[config.mk]
export PLATFORM = sky130hd
export DESIGN_NAME = snake_body_engine
export DESIGN_NICKNAME = d
export VERILOG_FILES = /design/src/rtl/snake_body_engine.sv
export SDC_FILE = /design/constraint.sdc
export NUM_CORES = 1
export LEC_CHECK = 0
export BUFFER_PORTS_ARGS = -buffer_cell sky130_fd_sc_hd__buf_2
export CAP_MARGIN = 10
export CORE_MARGIN = 5
export CORE_UTILIZATION = 45
export DETAILED_ROUTE_END_ITERATION = 16
export PLACE_DENSITY = 0.61
export SKIP_LAST_GASP = 1
export SYNTH_ARGS = -nofsm -noshare
export SYNTH_HDL_FRONTEND = slang
export SYNTH_SLANG_ARGS = --single-unit
export TNS_END_PERCENT = 30
[constraint.sdc]
create_clock -name clk -period 5.5 [get_ports clk]
set_input_delay 0.55 -clock clk [delete_from_list [all_inputs] [get_ports clk]]
set_output_delay 0.55 -clock clk [all_outputs]
set_load 0.01 [all_outputs]
[src/rtl/snake_body_engine.sv]
// Snake body store: a shift register of segment coordinates advanced one cell per
// accepted move. It also provides a self-collision pulse and a registered segment read port.
module snake_body_engine #(
    parameter int GRID_W   = 32,
    parameter int GRID_H   = 24,
    parameter int X_W      = 5,
    parameter int Y_W      = 5,
    parameter int MAX_LEN  = 16,
    parameter int INIT_LEN = 3,
    parameter int IDX_W    = 4
) (
    input  logic             clk,
    input  logic             rst,
    input  logic             update_snake,
    input  logic             grow,
    input  logic             reset_game,
    input  logic [1:0]       direction,
    output logic [X_W-1:0]   head_x,
    output logic [Y_W-1:0]   head_y,
    output logic [IDX_W:0]   length,
    output logic [1:0]       heading,
    output logic             self_hit,
    output logic             busy,
    output logic             overrun,
    input  logic [IDX_W-1:0] rd_idx,
    output logic [X_W-1:0]   rd_x,
    output logic [Y_W-1:0]   rd_y,
    output logic             rd_valid
);

    typedef enum logic [1:0] {S_LOAD, S_READY, S_MOVE, S_CHECK} state_t;

    localparam logic [X_W-1:0]   X_LAST   = X_W'(GRID_W - 1);
    localparam logic [Y_W-1:0]   Y_LAST   = Y_W'(GRID_H - 1);
    localparam logic [Y_W-1:0]   Y_INIT   = Y_W'(GRID_H / 2);
    localparam logic [IDX_W:0]   LEN_MAX  = (IDX_W + 1)'(MAX_LEN);
    localparam logic [IDX_W:0]   LEN_INIT = (IDX_W + 1)'(INIT_LEN);
    localparam logic [1:0]       HEAD_INIT = 2'b01;

    // Initial body extends leftwards from the grid centre, wrapping in x if needed.
    function automatic logic [X_W-1:0] init_x(input int i);
        return X_W'(((GRID_W / 2 - i) % GRID_W + GRID_W) % GRID_W);
    endfunction

    state_t           state_q, state_d;
    logic [X_W-1:0]   seg_x_q [MAX_LEN];
    logic [X_W-1:0]   seg_x_d [MAX_LEN];
    logic [Y_W-1:0]   seg_y_q [MAX_LEN];
    logic [Y_W-1:0]   seg_y_d [MAX_LEN];
    logic [IDX_W:0]   length_q, length_d;
    logic [1:0]       heading_q, heading_d;
    logic             grow_q, grow_d;
    logic             overrun_q, overrun_d;
    logic [X_W-1:0]   rd_x_q;
    logic [Y_W-1:0]   rd_y_q;
    logic             rd_valid_q;
    logic [X_W-1:0]   next_x;
    logic [Y_W-1:0]   next_y;
    logic             body_hit;
    logic             rd_in_range;

    // Next head cell with explicit wrap so non-power-of-two grids behave.
    always_comb begin
        next_x = seg_x_q[0];
        next_y = seg_y_q[0];
        case (heading_q)
            2'b00:   next_y = (seg_y_q[0] == '0) ? Y_LAST : seg_y_q[0] - Y_W'(1);
            2'b01:   next_x = (seg_x_q[0] == X_LAST) ? '0 : seg_x_q[0] + X_W'(1);
            2'b10:   next_y = (seg_y_q[0] == Y_LAST) ? '0 : seg_y_q[0] + Y_W'(1);
            default: next_x = (seg_x_q[0] == '0) ? X_LAST : seg_x_q[0] - X_W'(1);
        endcase
    end

    always_comb begin
        body_hit = 1'b0;
        for (int i = 1; i < MAX_LEN; i++) begin
            if (((IDX_W + 1)'(i) < length_q) &&
                (seg_x_q[i] == seg_x_q[0]) && (seg_y_q[i] == seg_y_q[0])) begin
                body_hit = 1'b1;
            end
        end
    end

    always_comb begin
        state_d   = state_q;
        seg_x_d   = seg_x_q;
        seg_y_d   = seg_y_q;
        length_d  = length_q;
        heading_d = heading_q;
        grow_d    = grow_q;
        overrun_d = overrun_q;

        if (update_snake && (state_q != S_READY)) begin
            overrun_d = 1'b1;
        end

        case (state_q)
            S_LOAD: begin
                state_d = S_READY;
            end
            S_READY: begin
                if (update_snake) begin
                    grow_d  = grow;
                    state_d = S_MOVE;
                    if (direction != (heading_q ^ 2'b10)) begin
                        heading_d = direction;
                    end
                end
            end
            S_MOVE: begin
                for (int i = 1; i < MAX_LEN; i++) begin
                    seg_x_d[i] = seg_x_q[i-1];
                    seg_y_d[i] = seg_y_q[i-1];
                end
                seg_x_d[0] = next_x;
                seg_y_d[0] = next_y;
                if (grow_q && (length_q < LEN_MAX)) begin
                    length_d = length_q + (IDX_W + 1)'(1);
                end
                state_d = S_CHECK;
            end
            default: begin
                state_d = S_READY;
            end
        endcase

        // Game restart overrides whatever the FSM was doing, including a pending move.
        if (reset_game) begin
            state_d   = S_LOAD;
            length_d  = LEN_INIT;
            heading_d = HEAD_INIT;
            for (int i = 0; i < MAX_LEN; i++) begin
                seg_x_d[i] = init_x(i);
                seg_y_d[i] = Y_INIT;
            end
        end
    end

    assign rd_in_range = ({1'b0, rd_idx} < LEN_MAX);

    always_ff @(posedge clk or posedge rst) begin
        if (rst) begin
            state_q    <= S_LOAD;
            length_q   <= LEN_INIT;
            heading_q  <= HEAD_INIT;
            grow_q     <= 1'b0;
            overrun_q  <= 1'b0;
            rd_x_q     <= '0;
            rd_y_q     <= '0;
            rd_valid_q <= 1'b0;
            for (int i = 0; i < MAX_LEN; i++) begin
                seg_x_q[i] <= init_x(i);
                seg_y_q[i] <= Y_INIT;
            end
        end else begin
            state_q    <= state_d;
            length_q   <= length_d;
            heading_q  <= heading_d;
            grow_q     <= grow_d;
            overrun_q  <= overrun_d;
            seg_x_q    <= seg_x_d;
            seg_y_q    <= seg_y_d;
            rd_valid_q <= ({1'b0, rd_idx} < length_q);
            rd_x_q     <= rd_in_range ? seg_x_q[rd_idx] : '0;
            rd_y_q     <= rd_in_range ? seg_y_q[rd_idx] : '0;
        end
    end

    assign head_x   = seg_x_q[0];
    assign head_y   = seg_y_q[0];
    assign length   = length_q;
    assign heading  = heading_q;
    assign self_hit = (state_q == S_CHECK) && body_hit;
    assign busy     = (state_q != S_READY);
    assign overrun  = overrun_q;
    assign rd_x     = rd_x_q;
    assign rd_y     = rd_y_q;
    assign rd_valid = rd_valid_q;

endmodule

==> flow_summary.yaml <==
run_status:
  outcome: "completed"
synthesis:
  yosys_warnings: 0
  yosysSeqAreaShare: 0.421
  synth_seq_cells: 182
  synth_simple_gate_area_share: 0.114
  synthArstFlopShare: 1.00
  synth_top_family_by_area: "multiplexers"
  synth_cell_types: 55
  syn_avg_cell_area_um2: 11.2
  synth-xor-area-share: 0.123
  syn_area_um2: 11000
  syn-instance-count: 986
  synth-compound-area-share: 0.0503
  synth_nets: 1009
  synthAdderAreaFrac: 0.0136
  synth.area.mux_share: 0.226
  synth_edf_count: 0
  synth-main-ff-cell: "dfrtp_1"
place:
  dp_hpwl_um: 19500
  dp_slack_ns: 2.31
  port_buffers: 41
  place_congestion: 0.940
  place_area_um2: 11200
global_routing:
  antenna_found_initial: 0
  grt_pass1_vias: 7506
  grt_pass1_wl_um: 45500
  grt_max_degree: 134
  track_usage: 0.209
  grt_overflow: 0
timing:
  skew_ns: 0.00716
  period_minus_slack_ns: 3.65
  tightest_slew_ns: 1.10
  totalNegativeSetupSlack_ns: 0
  max_slew_margin: 0.269
  rsz0062_at_grt: "no"
  fin_ws_ns: 1.85
  maxSlewViolCount: 0
  holdWs_ns: 0.294
  hold_violations: 0
  setup_viol: 0
  fmax_mhz: 274
  min_period_over_period: 0.663
cts:
  clk_latency_ns: 0.44
  hold_buffers: 0
  numClockSinks: 182
  cts_setup_buffers: 0
  cts.clk_slew.worst_paths_ns: 0.07
  cts-root-buf: "clkbuf_16"
  ctsResizeCount: 0
  h-tree-depth: 4
  cts_buffers: 17
  tritoncts: "done"
  clock_path_buffers: 2
worst_setup_path:
  crit_required_ns: 4.95
  crit_type: "reg2out"
  endpoint_kind: "output port"
  cp.arrival_ns: 3.10
  critPathMaxFanout: 25
  startpoint_type: "flip-flop"
floorplanning:
  io_pins: 42
  die_h_um: 166
  dieArea_um2: 27700
  rows: 57
  die_x_um: 166
  start_util: 0.455
  core_um2: 24200
route:
  wl_per_cell_um: 22.1
  via_count: 7486
  drcViolationCount: 0
  drt_iter0_markers: 763
  viasPerCell: 5.76
  ant_nets: 0
  drtPass1Iterations: 5
  wl_um: 28800
power:
  vdd.ir_drop.worst_v: 0.000244
  powerDensity_nw_per_um2: 288
  leakage_uw: 0.00459
layout:
  final_cell_area_um2: 11800
  drive_gt1_frac: 0.214
  fill_cells: 2181
  area.growth.synth_to_final_pct: 7.17
  layout.nets: 986
  layout_commonest_cell: "mux2i_1"
  diodes: 0
  layout_common_cells: "mux2i_1, dfrtp_1, nor2_1, xnor2_1, dfstp_2"
run:
  cap_violations: 0
worst_hold_path:
  hold_path.class: "in2async"
## per-layer routing
metal / vias to the layer above / routed length, um / global-route usage
li1: 3395 / - / -
met1: 3804 / 13100 / 0.311
met2: 245 / 13200 / 0.311
met3: 42 / 1780 / 0.0410
met4: 0 / 732 / 0.0665
met5: - / 0 / 0
## sequential cells by signal (all words and copies together) (netlist names)
signal and cells:
seg_x_q 75, seg_y_q 75, head_x 5, head_y 5
length 5, rd_x 5, rd_y 5, heading 2
state_q 2, grow_q 1, overrun 1, rd_valid 1
## logic make-up (layout without fill, tap and decap cells)
logic type | after synthesis | after routing
adders and majority gates | 12 | 12
muxes | 186 | 186
DFF | 182 | 182
and+or+nand+nor | 268 | 268
AOI/OAI and AO/OA | 75 | 75
xor gates and xnor gates | 155 | 155
buffers and inverters | 108 | 98
## stage by stage
step	util	instances	power (uW)
6_report	0.488	1300	3400
5_1_grt	0.488	1300	3540
4_1_cts	0.488	1300	3430
3_5_place_dp	0.464	1268	2210
3_3_place_gp	0.464	1268	2200
2_1_floorplan	-	986	2030
## Yosys cell counts, drive strengths merged (3+ instances only)
cell,n,area share
a21oi,15,0.0068
clkbuf,33,0.012
nor2b,24,0.014
nand2b,7,0.0040
o211ai,3,0.0020
dfrtp,114,0.26
dfstp,68,0.16
a21o,4,0.0027
nand3,11,0.0050
o21ai,8,0.0036
mux2i,134,0.12
nor3,13,0.0059
ha,12,0.014
a211oi,3,0.0020
xor2,54,0.043
nand2,62,0.021
mux4,50,0.10
nand4,24,0.014
inv,14,0.0048
a211o,19,0.015
nor4,17,0.010
buf,61,0.034
xnor2,101,0.080
nor2,102,0.035
## critical path, cell delays in order, from the launching register on
cell and delay (ns):
dfrtp_1 1.07, xor2_1 0.20, nor4_2 0.27, nand4_1 0.11, or4_1 0.53, nand4_1 0.11
o31a_1 0.20, buf_2 0.15
## where the power goes
| part | switching, uW | internal, uW |
|---|---|---|
| Combinational | 347 | 281 |
| Clock | 579 | 633 |
| Sequential | 120 | 1440 |
| Total | 1050 | 2350 |
## final timing paths
path	from	to	slack (ns)	cells after the start
worst max-delay path	head_x[3]$_DFFE_PP0P_	self_hit	1.85	7
worst min-delay path	rst	seg_y_q[51]$_DFFE_PP0P_	0.29	2
worst max register to register	head_x[1]$_DFFE_PP0P_	head_x[3]$_DFFE_PP0P_	2.85	9
worst min register to register	overrun$_DFFE_PP0P_	overrun$_DFFE_PP0P_	0.47	1
max in group asynchronous	rst	seg_y_q[0]$_DFFE_PP0P_	4.06	3
min in group clk	grow	grow_q$_DFFE_PP0P_	0.34	2
## area by class of cell
cell class | count | area (um2) | share of cell area
sequential | 182 | 4640 | 0.393
tap | 324 | 405 | 0.0344
timing repair buffer | 52 | 303 | 0.0257
clock buffer | 19 | 464 | 0.0393
inverter | 14 | 60.1 | 0.00509
clock inverter | 13 | 110 | 0.00933
multi-input combinational | 696 | 5820 | 0.493
No activity file was read; power rests on OpenSTA's default activity.
